$ cat config.mk
export PLATFORM = sky130hd
export DESIGN_NAME = audio_sample_mux_flat
export DESIGN_NICKNAME = d
export VERILOG_FILES = /design/src/rtl/audio_sample_mux_if.sv /design/src/rtl/audio_sample_mux.sv /design/src/flat_wrapper.sv
export SDC_FILE = /design/constraint.sdc
export NUM_CORES = 1
export LEC_CHECK = 0
export BUFFER_PORTS_ARGS = -buffer_cell sky130_fd_sc_hd__buf_2
export CORE_AREA = 5 5 210 212
export DETAILED_ROUTE_END_ITERATION = 10
export DIE_AREA = 0 0 215 217
export PLACE_DENSITY = 0.72
export REMOVE_ABC_BUFFERS = 1
export SLEW_MARGIN = 20
export SYNTH_ARGS = -nofsm -noshare
export SYNTH_HDL_FRONTEND = slang
export SYNTH_SLANG_ARGS = --single-unit
$ cat constraint.sdc
create_clock -name system_clock -period 5.5 [get_ports system_clock]
set_clock_uncertainty 0.2 [all_clocks]
set_input_delay 0.55 -clock system_clock [delete_from_list [all_inputs] [get_ports system_clock]]
set_output_delay 0.55 -clock system_clock [all_outputs]
set_load 0.02 [all_outputs]
$ cat src/rtl/audio_sample_mux_if.sv
// Sample request/response bundle between channel generators, the sample mux and the codec side.
`timescale 1ns/1ps
interface audio_sample_mux_if #(
  parameter int NUM_CHANNELS = 4,
  parameter int SAMPLE_WIDTH = 24
);
  logic                                 new_sample;
  logic [NUM_CHANNELS*SAMPLE_WIDTH-1:0] channel_in;
  logic [SAMPLE_WIDTH-1:0]              hphone_l;
  logic [SAMPLE_WIDTH-1:0]              hphone_r;
  logic                                 hphone_valid;

  modport master (
    output new_sample, channel_in,
    input  hphone_l, hphone_r, hphone_valid
  );

  modport slave (
    input  new_sample, channel_in,
    output hphone_l, hphone_r, hphone_valid
  );
endinterface

$ cat src/rtl/audio_sample_mux.sv
// Per codec request, builds one headphone L/R pair from NUM_CHANNELS samples:
// solo, routed mix with volume and saturation, sawtooth test tone, or mute.
//
// state | meaning
// IDLE  | waiting for new_sample; request fields are snapshotted on acceptance
// ACCUM | one channel per cycle into the left/right accumulators
// SCALE | volume, saturation or tone selection; outputs load at the end of this cycle
`timescale 1ns/1ps
module audio_sample_mux #(
  parameter int NUM_CHANNELS = 4,
  parameter int SAMPLE_WIDTH = 24,
  parameter int SAW_BITS     = 6,
  parameter int VOL_BITS     = 3
) (
  input  logic                          system_clock,
  input  logic                          reset,
  audio_sample_mux_if.slave             bus,
  input  logic [1:0]                    mode,
  input  logic [((NUM_CHANNELS > 1) ? $clog2(NUM_CHANNELS) : 1)-1:0] solo_sel,
  input  logic [NUM_CHANNELS-1:0]       left_enable,
  input  logic [NUM_CHANNELS-1:0]       right_enable,
  input  logic [VOL_BITS-1:0]           left_vol,
  input  logic [VOL_BITS-1:0]           right_vol,
  output logic                          busy,
  output logic                          overrun
);
  localparam int SEL_W  = (NUM_CHANNELS > 1) ? $clog2(NUM_CHANNELS) : 1;
  localparam int ACC_W  = SAMPLE_WIDTH + $clog2(NUM_CHANNELS) + 1;
  localparam int PROD_W = ACC_W + VOL_BITS + 1;
  localparam logic [1:0] MODE_SOLO = 2'b00;
  localparam logic [1:0] MODE_MIX  = 2'b01;
  localparam logic [1:0] MODE_SAW  = 2'b10;
  localparam logic [SAMPLE_WIDTH-1:0] SAMPLE_MAX = '1;

  typedef enum logic [1:0] {IDLE, ACCUM, SCALE} state_t;

  state_t state_q, state_d;

  logic [NUM_CHANNELS*SAMPLE_WIDTH-1:0] chan_q;
  logic [1:0]                           mode_q;
  logic [SEL_W-1:0]                     sel_q;
  logic [NUM_CHANNELS-1:0]              len_q, ren_q;
  logic [VOL_BITS-1:0]                  lvol_q, rvol_q;
  logic [SEL_W-1:0]                     idx_q;
  logic [ACC_W-1:0]                     acc_l_q, acc_r_q;
  logic [SAW_BITS-1:0]                  saw_q;

  logic accept, drop, acc_step, scale_step, last_ch;
  logic add_l, add_r;
  logic [SAMPLE_WIDTH-1:0] ch_cur;
  logic [SAMPLE_WIDTH-1:0] out_l, out_r, saw_word;
  logic [VOL_BITS:0]       gain_l, gain_r;
  logic [PROD_W-1:0]       prod_l, prod_r, shf_l, shf_r;
  logic                    sel_ok;

  assign last_ch = (idx_q == SEL_W'(NUM_CHANNELS - 1));
  assign ch_cur  = chan_q[int'(idx_q)*SAMPLE_WIDTH +: SAMPLE_WIDTH];

  always_ff @(posedge system_clock) begin
    if (reset) state_q <= IDLE;
    else       state_q <= state_d;
  end

  always_comb begin
    state_d    = state_q;
    accept     = 1'b0;
    drop       = 1'b0;
    acc_step   = 1'b0;
    scale_step = 1'b0;
    busy       = 1'b0;
    case (state_q)
      IDLE: begin
        if (bus.new_sample) begin
          accept  = 1'b1;
          state_d = ACCUM;
        end
      end
      ACCUM: begin
        busy     = 1'b1;
        acc_step = 1'b1;
        drop     = bus.new_sample;
        if (last_ch) state_d = SCALE;
      end
      SCALE: begin
        busy       = 1'b1;
        scale_step = 1'b1;
        drop       = bus.new_sample;
        state_d    = IDLE;
      end
      default: state_d = IDLE;
    endcase
  end

  // Which accumulators take the channel currently indexed.
  always_comb begin
    add_l = 1'b0;
    add_r = 1'b0;
    case (mode_q)
      MODE_MIX: begin
        add_l = len_q[idx_q];
        add_r = ren_q[idx_q];
      end
      MODE_SOLO: begin
        add_l = (idx_q == sel_q);
        add_r = (idx_q == sel_q);
      end
      default: ;
    endcase
  end

  always_comb begin
    gain_l   = {1'b0, lvol_q} + (VOL_BITS+1)'(1);
    gain_r   = {1'b0, rvol_q} + (VOL_BITS+1)'(1);
    prod_l   = PROD_W'(acc_l_q) * PROD_W'(gain_l);
    prod_r   = PROD_W'(acc_r_q) * PROD_W'(gain_r);
    shf_l    = prod_l >> VOL_BITS;
    shf_r    = prod_r >> VOL_BITS;
    sel_ok   = (int'(sel_q) < NUM_CHANNELS);
    saw_word = SAMPLE_WIDTH'(saw_q) << (SAMPLE_WIDTH - SAW_BITS);
    out_l    = '0;
    out_r    = '0;
    case (mode_q)
      MODE_MIX: begin
        out_l = (shf_l > PROD_W'(SAMPLE_MAX)) ? SAMPLE_MAX : shf_l[SAMPLE_WIDTH-1:0];
        out_r = (shf_r > PROD_W'(SAMPLE_MAX)) ? SAMPLE_MAX : shf_r[SAMPLE_WIDTH-1:0];
      end
      MODE_SOLO: begin
        if (sel_ok) begin
          out_l = acc_l_q[SAMPLE_WIDTH-1:0];
          out_r = acc_r_q[SAMPLE_WIDTH-1:0];
        end
      end
      MODE_SAW: begin
        out_l = saw_word;
        out_r = saw_word;
      end
      default: ;
    endcase
  end

  always_ff @(posedge system_clock) begin
    if (reset) begin
      chan_q           <= '0;
      mode_q           <= '0;
      sel_q            <= '0;
      len_q            <= '0;
      ren_q            <= '0;
      lvol_q           <= '0;
      rvol_q           <= '0;
      idx_q            <= '0;
      acc_l_q          <= '0;
      acc_r_q          <= '0;
      saw_q            <= '0;
      overrun          <= 1'b0;
      bus.hphone_l     <= '0;
      bus.hphone_r     <= '0;
      bus.hphone_valid <= 1'b0;
    end else begin
      if (accept) begin
        chan_q  <= bus.channel_in;
        mode_q  <= mode;
        sel_q   <= solo_sel;
        len_q   <= left_enable;
        ren_q   <= right_enable;
        lvol_q  <= left_vol;
        rvol_q  <= right_vol;
        idx_q   <= '0;
        acc_l_q <= '0;
        acc_r_q <= '0;
      end
      if (acc_step) begin
        if (add_l) acc_l_q <= acc_l_q + ACC_W'(ch_cur);
        if (add_r) acc_r_q <= acc_r_q + ACC_W'(ch_cur);
        idx_q <= idx_q + SEL_W'(1);
      end
      // The tone only advances on its own requests, so muting does not skip steps.
      if (scale_step && (mode_q == MODE_SAW)) saw_q <= saw_q + SAW_BITS'(1);
      if (scale_step) begin
        bus.hphone_l <= out_l;
        bus.hphone_r <= out_r;
      end
      bus.hphone_valid <= scale_step;
      if (drop) overrun <= 1'b1;
    end
  end
endmodule
$ cat src/flat_wrapper.sv
// flat-port wrapper written by rule: the top's interface ports become plain ports
module audio_sample_mux_flat 
#(
  parameter int NUM_CHANNELS = 4,
  parameter int SAMPLE_WIDTH = 24,
  parameter int SAW_BITS     = 6,
  parameter int VOL_BITS     = 3
)
  (system_clock, reset, mode, solo_sel, left_enable, right_enable, left_vol, right_vol, busy, overrun, bus_new_sample, bus_channel_in, bus_hphone_l, bus_hphone_r, bus_hphone_valid);
  audio_sample_mux_if #(.NUM_CHANNELS(NUM_CHANNELS), .SAMPLE_WIDTH(SAMPLE_WIDTH)) bus_i ();
  input  logic system_clock;
  input  logic reset;
  input  logic [1:0] mode;
  input  logic [((NUM_CHANNELS > 1) ? $clog2(NUM_CHANNELS) : 1)-1:0] solo_sel;
  input  logic [NUM_CHANNELS-1:0] left_enable;
  input  logic [NUM_CHANNELS-1:0] right_enable;
  input  logic [VOL_BITS-1:0] left_vol;
  input  logic [VOL_BITS-1:0] right_vol;
  output logic busy;
  output logic overrun;
  input wire logic [$bits(bus_i.new_sample)-1:0] bus_new_sample;
  input wire logic [$bits(bus_i.channel_in)-1:0] bus_channel_in;
  output wire logic [$bits(bus_i.hphone_l)-1:0] bus_hphone_l;
  output wire logic [$bits(bus_i.hphone_r)-1:0] bus_hphone_r;
  output wire logic [$bits(bus_i.hphone_valid)-1:0] bus_hphone_valid;
  assign bus_i.new_sample = bus_new_sample;
  assign bus_i.channel_in = bus_channel_in;
  assign bus_hphone_l = bus_i.hphone_l;
  assign bus_hphone_r = bus_i.hphone_r;
  assign bus_hphone_valid = bus_i.hphone_valid;
  audio_sample_mux #(.NUM_CHANNELS(NUM_CHANNELS), .SAMPLE_WIDTH(SAMPLE_WIDTH), .SAW_BITS(SAW_BITS), .VOL_BITS(VOL_BITS)) u_core (.system_clock(system_clock), .reset(reset), .bus(bus_i), .mode(mode), .solo_sel(solo_sel), .left_enable(left_enable), .right_enable(right_enable), .left_vol(left_vol), .right_vol(right_vol), .busy(busy), .overrun(overrun));
endmodule
* Yosys cells after proc, flatten, opt, wreduce, memory -nomap -nowiden
Cells that the tools add are included.
** Storage, ports and cells
- Register bits :: 228
- Bits in latches :: 0
- Bits in writable memories :: 0
- Bits in read-only memories :: 0
- Bits of input ports :: 117
- Memories :: 0
** Cells by class
- Add/sub/neg operators :: 6
- $mul :: 3
- Div/mod/pow operators :: 0
- Order comparisons :: 3
- Equal/unequal tests :: 8
- Shift-type cells :: 1
- Mux-type cells :: 27
- Bitwise logic cells :: 0
- Reductions and logical operators :: 6
** Operators with widths (number)
- 2-to-1 mux 27 bit :: 6
- case mux 24 bit (3 select lines) :: 2
- indexed part select 96 x 32 -> 24 bit :: 1
- multiplier 27 x 4 -> 31 bit :: 2
- greater-than comparator 28 x 24 -> 1 bit (second input constant) :: 2
- adder 27 x 24 -> 27 bit :: 2
- 2-to-1 mux 24 bit :: 2
- adder 3 x 1 -> 4 bit (second input constant) :: 2
- 2-to-1 mux 1 bit :: 8
- 2-to-1 mux 2 bit :: 4
- adder 6 x 1 -> 6 bit (second input constant) :: 1
- equality test 2 bit (second input constant) :: 3
- binary-select mux 1 bit (select 2 bit) :: 2
- equality test 2 x 1 -> 1 bit (second input constant) :: 2
- logical NOT 2 bit :: 2
- multiplier 2 x 2 -> 4 bit (second input constant) :: 1
- case mux 1 bit (2 select lines) :: 2
- case mux 2 bit (2 select lines) :: 1
- < comparator 2 x 3 -> 1 bit (second input constant) :: 1
- adder 2 x 1 -> 2 bit (second input constant) :: 1
- equality test 2 bit :: 1
- != test 2 x 1 -> 1 bit (second input constant) :: 1
- != test 2 bit (second input constant) :: 1
- AND reduction 2 bit :: 1
- other kinds (3) :: 3

* Logic depth before layout (Yosys ltp)
Gate-level depths: netlist of run 1.
- Depth after elaboration :: 5
- Gate-level depth with buffers :: 21
- Depth with buffers taken out :: 18

* Least setup slack after synthesis of run 1
OpenSTA, ideal clock, no wires.
- Path kind :: register -> register
- From :: register u_core.lvol_q[0]
- To :: register u_core.bus.hphone_l[14]
- Setup time :: 132 ps
- Data arrival time :: 4814 ps
- Required time :: 5168 ps
- Slack :: 354 ps
- Cell stages (with the launch flop) :: 20
- Path buffers :: 2
- Period minus slack after synthesis :: 5146 ps
- Path through :: dfxtp_1 ha_1 xor2_1 clkbuf_1 nand2_1 fa_1 fa_1 inv_1 fa_1 a211oi_1 o21a_1 o2111ai_1 a31oi_1 o31ai_1 a311o_1 nor4_4 nand4_2 buf_4 o31ai_2 a21oi_1
** Between the ends
- Cells in the longest elaborated chain, start to end :: 5
** RTL lines
- start, declared :: RTL line audio_sample_mux.sv:43 : logic [VOL_BITS-1:0] lvol_q, rvol_q;
- start signal, assigned :: RTL line audio_sample_mux.sv:165 : lvol_q <= left_vol;
- adder 3 x 1 -> 4 bit (*) :: RTL line audio_sample_mux.sv:112 : gain_l = {1'b0, lvol_q} + (VOL_BITS+1)'(1);
- multiplier 27 x 4 -> 31 bit (*) :: RTL line audio_sample_mux.sv:114 : prod_l = PROD_W'(acc_l_q) * PROD_W'(gain_l);
- greater-than comparator 28 x 24 -> 1 bit :: RTL line audio_sample_mux.sv:124 : out_l = (shf_l > PROD_W'(SAMPLE_MAX)) ? SAMPLE_MAX : shf_l[SAMPLE_WIDTH-1:0];
- 2-to-1 mux 24 bit (*) :: RTL line audio_sample_mux.sv:124
- case mux 24 bit (3 select lines) (*) :: RTL line audio_sample_mux.sv:122 : case (mode_q)
- end signal, assigned :: RTL line audio_sample_mux.sv:179 : bus.hphone_l <= out_l;
- end, declared :: RTL line audio_sample_mux_if.sv:20 : output hphone_l, hphone_r, hphone_valid
Mark *: on every way between the ends. The rest lies on a longest branch, timed or not.
A chain may end at the register's enable or synchronous reset.

* Worst setup path in the final report of run 1
- From :: register u_core.rvol_q[0]
- To :: register u_core.bus.hphone_r[16]
** Between the ends
- Cells in the longest elaborated chain, start to end :: 5
** RTL lines
- start, declared :: RTL line audio_sample_mux.sv:43
- start signal, assigned :: RTL line audio_sample_mux.sv:166 : rvol_q <= right_vol;
- adder 3 x 1 -> 4 bit (*) :: RTL line audio_sample_mux.sv:113 : gain_r = {1'b0, rvol_q} + (VOL_BITS+1)'(1);
- multiplier 27 x 4 -> 31 bit (*) :: RTL line audio_sample_mux.sv:115 : prod_r = PROD_W'(acc_r_q) * PROD_W'(gain_r);
- greater-than comparator 28 x 24 -> 1 bit :: RTL line audio_sample_mux.sv:125 : out_r = (shf_r > PROD_W'(SAMPLE_MAX)) ? SAMPLE_MAX : shf_r[SAMPLE_WIDTH-1:0];
- 2-to-1 mux 24 bit (*) :: RTL line audio_sample_mux.sv:125
- case mux 24 bit (3 select lines) (*) :: RTL line audio_sample_mux.sv:122
- end signal, assigned :: RTL line audio_sample_mux.sv:180 : bus.hphone_r <= out_r;
- end, declared :: RTL line audio_sample_mux_if.sv:20
Marks and branches as above.

==> impl_metrics.csv, run 1 <==
group,metric,value,unit
detailed_routing,detail_route.wl_per_cell,17.3,µm
power,leakagePower,9.69,nW
layout,nets,2840,
global_routing,grt_max_degree,107,
clock_network,cts_buffer_depth,3,
critical_path,critPathRequiredTime,5720,ps
sta,fmax,189,MHz
critical_path,crit_family,"compound AO/OA/AOI/OAI gates",
placement,postPlaceCellArea,20100,µm²
layout,fin_area,21300,µm²
synthesis,synthesis.area,18700,µm²
clock_network,clk_latency,570,ps
placement,dp_hpwl,40.8,mm
synthesis,yosys.area.top_type_share,24.4,%
synthesis,yosysMostFrequentCell,"nand2_1",
placement,port_buffers,167,
synthesis,synth_seq_cells,228,
global_routing,track_usage,21.8,%
detailed_routing,ant_nets,0,
clock_network,h-tree-depth,1,
die,ios,168,
layout,fillCellCount,3945,
placement,gp_congestion,0.948,
sta,post-route-min-period,5280,ps
layout,diodes,0,
sta,finalCritPeriodShare,96.1,%
synthesis,synth_largest_area_cell,"dfxtp_1",
layout,syn2layout_area_growth,13.9,%
clock_network,cts.clk_slew.worst_paths,60,ps
power,ir_drop,0.232,mV
synthesis,synth_common_cells,"368 x nand2_1, 252 x a21oi_1, 228 x dfxtp_1, 225 x inv_1, 150 x and2_1",
detailed_routing,drt_iter0_drc,980,
hold_path,hp-class,"in2reg",
synthesis,synth_xor_area_share,4.07,%
die,fp.dieArea,46700,µm²
global_routing,grt_pass1_wl,84.9,mm
critical_path,cp.buffers_inverters,4,
synthesis,synthSimpleGateAreaFrac,22.7,%
synthesis,yosysWarningCount,0,
run,maxCapViolCount,0,
synthesis,synthArstFlopShare,0,%
die,dieWidth,215,µm
sta,worstMarginPinSlew,991,ps
clock_network,cts_buffers,28,
sta,holdWs,20.5,ps
detailed_routing,via_per_inst,5.53,
synthesis,synth-adder-area-share,19.1,%
global_routing,antenna_found_initial,0,
synthesis,synth_flop_cell,"dfxtp_1",
synthesis,yosys.cell_types.count,90,
critical_path,endpoint_kind,"register",
placement,pre_cts_slack,-14.6,ps
sta,setup_viol,0,
critical_path,critPathMaxStageDelay,520,ps
die,core,41800,µm²
die,rows,75,
detailed_routing,vias,16900,
synthesis,synth_top_family_by_area,"simple AND/OR/NAND/NOR gates",
detailed_routing,route.detailed.drc,0,
die,initial_utilization,44.8,%
detailed_routing,totalWireLength,53.0,mm
critical_path,worstPathMaxFanout,13,
clock_network,clock-sinks,228,
die,die_h,217,µm
sta,maxSlewHeadroom,33.9,%
synthesis,yosysSeqAreaShare,24.4,%
clock_network,cts_tree,"built",
synthesis,avgSynthCellArea,7.92,µm²
power,power_density,213,nW/µm²
synthesis,syn_inst,2364,
critical_path,slowest_stage,"fa_1",
critical_path,crit_chain,"ha_1 -> xor2_2 -> buf_6 -> and2_1 -> fa_1 -> inv_1 -> fa_1 -> inv_1 -> ha_1 -> a21o_1 -> a221oi_4 -> o211a_1 -> o21ai_2 -> and2_4 -> a211oi_2 -> o2111ai_2 -> a211o_4 -> buf_6 -> o221ai_2 -> a21oi_1",
layout,drive_gt1_share,14.1,%
detailed_routing,first_pass_iters,5,
synthesis,synthMuxAreaShare,3.70,%
global_routing,gr-total-overflow,0,
clock_network,cts_root_buf,"clkbuf_16",
sta,hold_viol,0,
critical_path,arrival,5500,ps
outcome,outcome,"finished, final reports clean",
critical_path,cp-start-kind,"register",
critical_path,worstSetupPathType,"reg2reg",
sta,fin_ws,217,ps
synthesis,synth_area_leaders,"dfxtp_1 24%, fa_1 11%, ha_1 8.2%, nand2_1 7.4%, a21oi_1 6.7%",
sta,rsz0062_at_grt,"false",
synthesis,synth_compound_area_share,19.1,%
synthesis,synth_edf_count,0,
global_routing,grt_pass1_vias,16700,
sta,drv_slew,0,
[layout by cell type (no fill, tap or decap), drive strengths merged, types with 20 or more instances in the layout]
cell type,count
nand2,369
a21oi,253
dfxtp,228
inv,227
buf,216
and2,151
ha,122
o21ai,116
nor2,105
fa,102
nand2b,65
xnor2,53
nand3,45
nor3,41
a21o,39
clkbuf,38
xor2,34
a31oi,27
mux4,26
o21a,22
a211oi,22
and3,20
[flip-flops by register name (all words and copies together) (netlist names), 3 cells and up]
| signal | count |
|---|---|
| u_core.saw_q | 6 |
| u_core.bus.hphone_r | 24 |
| u_core.acc_r_q | 27 |
| u_core.chan_q | 96 |
| u_core.bus.hphone_l | 24 |
| u_core.ren_q | 4 |
| u_core.acc_l_q | 27 |
| u_core.rvol_q | 3 |
| u_core.len_q | 4 |
| u_core.lvol_q | 3 |
[kinds of logic after synthesis]
group / after synthesis
compound gates: 579
xor+xnor: 87
fa+ha+maj: 224
buf+inv: 344
flops: 228
mux: 36
simple gates: 866
[worst register-to-register path, cell delays in order, from the launching register on]
cell	delay, ps
dfxtp_1	320
ha_1	230
xor2_2	200
buf_6	180
and2_1	170
fa_1	500
inv_1	50
fa_1	520
inv_1	40
ha_1	350
a21o_1	240
a221oi_4	270
o211a_1	290
o21ai_2	120
and2_4	190
a211oi_2	240
o2111ai_2	200
a211o_4	390
buf_6	180
o221ai_2	180
a21oi_1	90
[repair_timing]
| item | 4_1_cts | 5_1_grt |
|---|---|---|
| hold buffers | 5 | 0 |
| hold endpoints to repair | 5 | 0 |
| endpoints found under the setup margin | 3 | 44 |
| cloned | 0 | 2 |
| setup buffers | 0 | 4 |
| gates resized for setup | 1 | 29 |
| pin swaps | 0 | 10 |
[cell type report]
cell class / instances / area, µm² / share of cell area [%]
well taps: 539 / 674 / 3.16
repair buffers: 222 / 1290 / 6.04
clock inverters: 11 / 155 / 0.728
clock buffers: 37 / 795 / 3.73
flip-flops and latches: 228 / 4570 / 21.4
multi-input cells: 1793 / 13000 / 60.9
inverters: 226 / 848 / 3.98
[metrics by stage]
| stage | TNS [ps] | util (%) | cells | power, mW |
|---|---|---|---|---|
| finish | 0 | 51.0 | 3056 | 4.54 |
| global route | 0 | 51.0 | 3056 | 4.74 |
| CTS | 0 | 50.6 | 3050 | 4.57 |
| detailed placement | -14.6 | 48.2 | 2997 | 2.66 |
| global placement | 0 | 48.2 | 2997 | 2.63 |
| floorplan | -7470 | - | 2246 | 2.35 |
[power by group]
group | internal, mW | switching [mW] | total (mW)
clock | 1.15 | 0.751 | 1.90
sequential | 1.74 | 0.0764 | 1.81
combinational | 0.306 | 0.518 | 0.824
total | 3.20 | 1.35 | 4.54
[routing by layer]
layer / share of wire [%] / vias to the layer above / track usage, %
met2: 48 / 485 / 38.8
li1: - / 8243 / -
met4: 2.7 / 0 / 5.31
met3: 5.1 / 83 / 2.11
met1: 44 / 8094 / 28.8
met5: 0 / - / 0
[path summary, 6_finish.rpt]
| kind | to | slack [ps] | from | cells after the start |
|---|---|---|---|---|
| worst max-delay path | u_core.bus.hphone_r[16] | 220 | u_core.rvol_q[0] | 20 |
| worst min-delay path | u_core.chan_q[28] | 20 | bus_channel_in[28] | 3 |
| worst max register to register | u_core.bus.hphone_r[16] | 220 | u_core.rvol_q[0] | 20 |
| worst min register to register | u_core.bus.hphone_r[5] | 240 | u_core.bus.hphone_r[5] | 2 |
Note: power is estimated with default switching activity, not from simulation.
==> inputs of run 2 (changes only) <==
--- a/config.mk
+++ b/config.mk
@@ -5,12 +5,14 @@
 export SDC_FILE = /design/constraint.sdc
 export NUM_CORES = 1
 export LEC_CHECK = 0
+export ABC_AREA = 1
 export BUFFER_PORTS_ARGS = -buffer_cell sky130_fd_sc_hd__buf_2
-export CORE_AREA = 5 5 210 212
+export CORE_AREA = 5 5 224 226
 export DETAILED_ROUTE_END_ITERATION = 10
-export DIE_AREA = 0 0 215 217
+export DIE_AREA = 0 0 229 231
 export PLACE_DENSITY = 0.72
 export REMOVE_ABC_BUFFERS = 1
+export SKIP_LAST_GASP = 1
 export SLEW_MARGIN = 20
 export SYNTH_ARGS = -nofsm -noshare
 export SYNTH_HDL_FRONTEND = slang
==> run 2 against run 1 <==
  * Combinational power increased to 5.1 times the previous value
  * Wire length is 19% higher
  * Global-route usage grew 1.5 points
  * Critical endpoint is now u_core.bus.hphone_l[23]
  * Largest power group is now combinational cells
==> impl_metrics.csv, run 2 <==
group,metric,value,unit
detailed_routing,first_pass_iters,6,
global_routing,grt_pass1_vias,19700,
layout,top_regs,"u_core.chan_q x96, u_core.acc_l_q x27, u_core.acc_r_q x27",
synthesis,yosys.cell_types.count,46,
die,ios,168,
detailed_routing,totalWireLength,62.9,mm
synthesis,yosys.area.top_type_share,21.4,%
placement,gp_congestion,0.957,
layout,largest_register_ffs,96,
critical_path,crit_top_cell,"nand2_1",
placement,pre_cts_slack,359,ps
placement,postPlaceCellArea,22600,µm²
synthesis,avgSynthCellArea,6.33,µm²
layout,drive_gt1_share,11.8,%
layout,final_cell_mix,"861 x nand2_1, 541 x inv_1, 497 x nor2_1, 237 x o21ai_0, 227 x dfxtp_1",
detailed_routing,ant_nets,0,
synthesis,synthArstFlopShare,0,%
hold_path,hold_path_startpoint,"bus_channel_in[55]",
global_routing,grt_pass1_wl,102,mm
die,dieWidth,229,µm
die,initial_utilization,44.4,%
run,maxCapViolCount,0,
layout,mostFrequentLayoutCell,"nand2_1",
power,leakagePower,12.0,nW
global_routing,antenna_found_initial,0,
synthesis,synth_common_cells,"863 x nand2_1, 544 x inv_1, 500 x nor2_1, 237 x o21ai_0, 228 x dfxtp_1",
critical_path,critPathRequiredTime,5720,ps
critical_path,reg2reg_setup_slack,460,ps
placement,port_buffers,167,
hold_path,whs_path_depth,3,
synthesis,synthesis.area,21400,µm²
clock_network,cts.clk_slew.worst_paths,60,ps
sta,rsz0062_at_grt,"false",
sta,worstMarginPinSlew,1070,ps
power,ir_drop,0.259,mV
synthesis,synth_seq_cells,228,
synthesis,synth_largest_area_cell,"dfxtp_1",
synthesis,synth_area_leaders,"dfxtp_1 21%, nand2_1 15%, fa_1 9.6%, inv_1 9.6%, nor2_1 8.8%",
layout,fin_area,23500,µm²
critical_path,arrival,5260,ps
critical_path,slowest_stage,"fa_1",
detailed_routing,route.detailed.drc,0,
critical_path,worstSetupPathType,"reg2reg",
detailed_routing,vias,20800,
placement,dp_hpwl,49.4,mm
layout,diodes,0,
die,fp.dieArea,52900,µm²
clock_network,cts_tree,"built",
critical_path,critPathMaxStageDelay,540,ps
critical_path,endpoint_kind,"register",
clock_network,cts_buffer_depth,3,
synthesis,syn_inst,3374,
sta,post-route-min-period,5040,ps
hold_path,hp-class,"in2reg",
power,power_density,355,nW/µm²
sta,maxSlewHeadroom,28.8,%
critical_path,regToRegStartpoint,"u_core.lvol_q[0]",
clock_network,h-tree-depth,1,
layout,fillCellCount,5025,
critical_path,worstPathMaxFanout,24,
synthesis,yosysWarningCount,0,
die,rows,81,
sta,drv_slew,0,
layout,syn2layout_area_growth,10.1,%
sta,finalCritPeriodShare,91.6,%
critical_path,cp-start-kind,"register",
layout,largest-register,"u_core.chan_q",
global_routing,grt_max_degree,121,
detailed_routing,detail_route.wl_per_cell,15.3,µm
die,die_h,231,µm
detailed_routing,drt_iter0_drc,1505,
critical_path,reg2regPathDepth,26,
sta,fin_ws,461,ps
synthesis,yosysSeqAreaShare,21.4,%
clock_network,cts_buffers,27,
global_routing,gr-total-overflow,0,
hold_path,holdPathEnd,"u_core.chan_q[55]",
sta,setup_viol,0,
sta,fin_setup_tns,0,ps
clock_network,clock-sinks,228,
die,core,48100,µm²
power,power,8.36,mW
sta,holdWs,35.2,ps
detailed_routing,via_per_inst,5.06,
synthesis,synth_flop_cell,"dfxtp_1",
outcome,outcome,"finished, final reports clean",
clock_network,cts_root_buf,"clkbuf_16",
synthesis,synth_edf_count,0,
synthesis,yosysMostFrequentCell,"nand2_1",
sta,fmax,198,MHz
layout,nets,3809,
global_routing,track_usage,23.3,%
clock_network,clk_latency,570,ps
sta,hold_viol,0,
critical_path,r2r-end,"u_core.bus.hphone_l[23]",
==> run 2: cell types whose count changed after synthesis, moves of 34 or more <==
| cell | delta |
|---|---|
| a21o_1 | -34 |
| a21oi_1 | -72 |
| a21oi_2 | +41 |
| and2_1 | -150 |
| inv_1 | +319 |
| nand2_1 | +495 |
| nand2b_1 | -65 |
| nand3_1 | +61 |
| nand3_2 | +46 |
| nor2_1 | +396 |
| o21ai_0 | +141 |
| o22ai_1 | +37 |
==> run 2: cell type report <==
class | count | area (µm²) | share of cell area [%]
Multi-Input combinational cell | 2464 | 14100 | 60.1
Sequential cell | 228 | 4570 | 19.4
Inverter | 553 | 2080 | 8.83
Timing Repair Buffer | 194 | 1060 | 4.49
Tap cell | 622 | 778 | 3.31
Clock buffer | 31 | 701 | 2.98
Clock inverter | 16 | 218 | 0.925
==> run 2: how the worst max path moves through the flow <==
stage                      startpoint                       to  slack (ps)  cells past startpoint
floorplan           u_core.state_q[0]       u_core.acc_r_q[25]        -760                      7
global placement     u_core.lvol_q[0]   u_core.bus.hphone_l[2]         400                     23
detailed placement   u_core.lvol_q[0]  u_core.bus.hphone_l[23]         360                     26
CTS                  u_core.lvol_q[0]  u_core.bus.hphone_l[23]         340                     23
global route         u_core.lvol_q[0]   u_core.bus.hphone_l[2]          90                     26
finish               u_core.lvol_q[0]  u_core.bus.hphone_l[23]         460                     26
==> run 2: logic make-up (layout without fill, tap and decap cells) <==
| family | count (synthesis) | count (layout) | share of synthesized area (%) |
|---|---|---|---|
| DFF | 228 | 228 | 21.4 |
| buffers and inverters | 682 | 794 | 12.6 |
| adders and majority gates | 224 | 224 | 16.7 |
| and+or+nand+nor | 1635 | 1635 | 32.6 |
| xor gates and xnor gates | 61 | 61 | 2.50 |
| AOI/OAI and AO/OA | 544 | 544 | 14.3 |
==> run 2: timing repair <==
item | 4_1_cts | 5_1_grt
buffers inserted | 0 | 0
hold buffers | 1 | 0
gates resized for setup | 0 | 1
endpoints found under the hold margin | 1 | 0
setup endpoints to repair | 0 | 11
==> run 2: routing by layer <==
layer	GRT usage, %	vias to the layer above	wire length (µm)
li1	-	10700	-
met1	33.5	9423	30000
met2	37.4	591	27100
met3	2.41	100	3810
met4	6.54	0	1920
met5	0	-	0
==> run 2: per-stage QoR <==
step / instances / utilization [%]
final: 4108 / 48.9
after global placement: 4060 / 47.0
after floorplan: 3245 / -
after global routing: 4108 / 48.9
after CTS: 4108 / 48.9
after detailed placement: 4060 / 47.0
==> run 2: power by group <==
part / total, mW / internal, mW / switching [mW]
registers: 2.29 / 1.98 / 0.304
clock network: 1.90 / 1.15 / 0.757
logic: 4.17 / 1.30 / 2.87
==> run 2: worst max-delay path, delay by kind of cell, from the launching register on <==
family / cells / cell delay, ps
compound gates: 1 / 60
fa+ha+maj: 4 / 1660
flops: 1 / 400
simple gates: 17 / 2150
buf+inv: 4 / 420
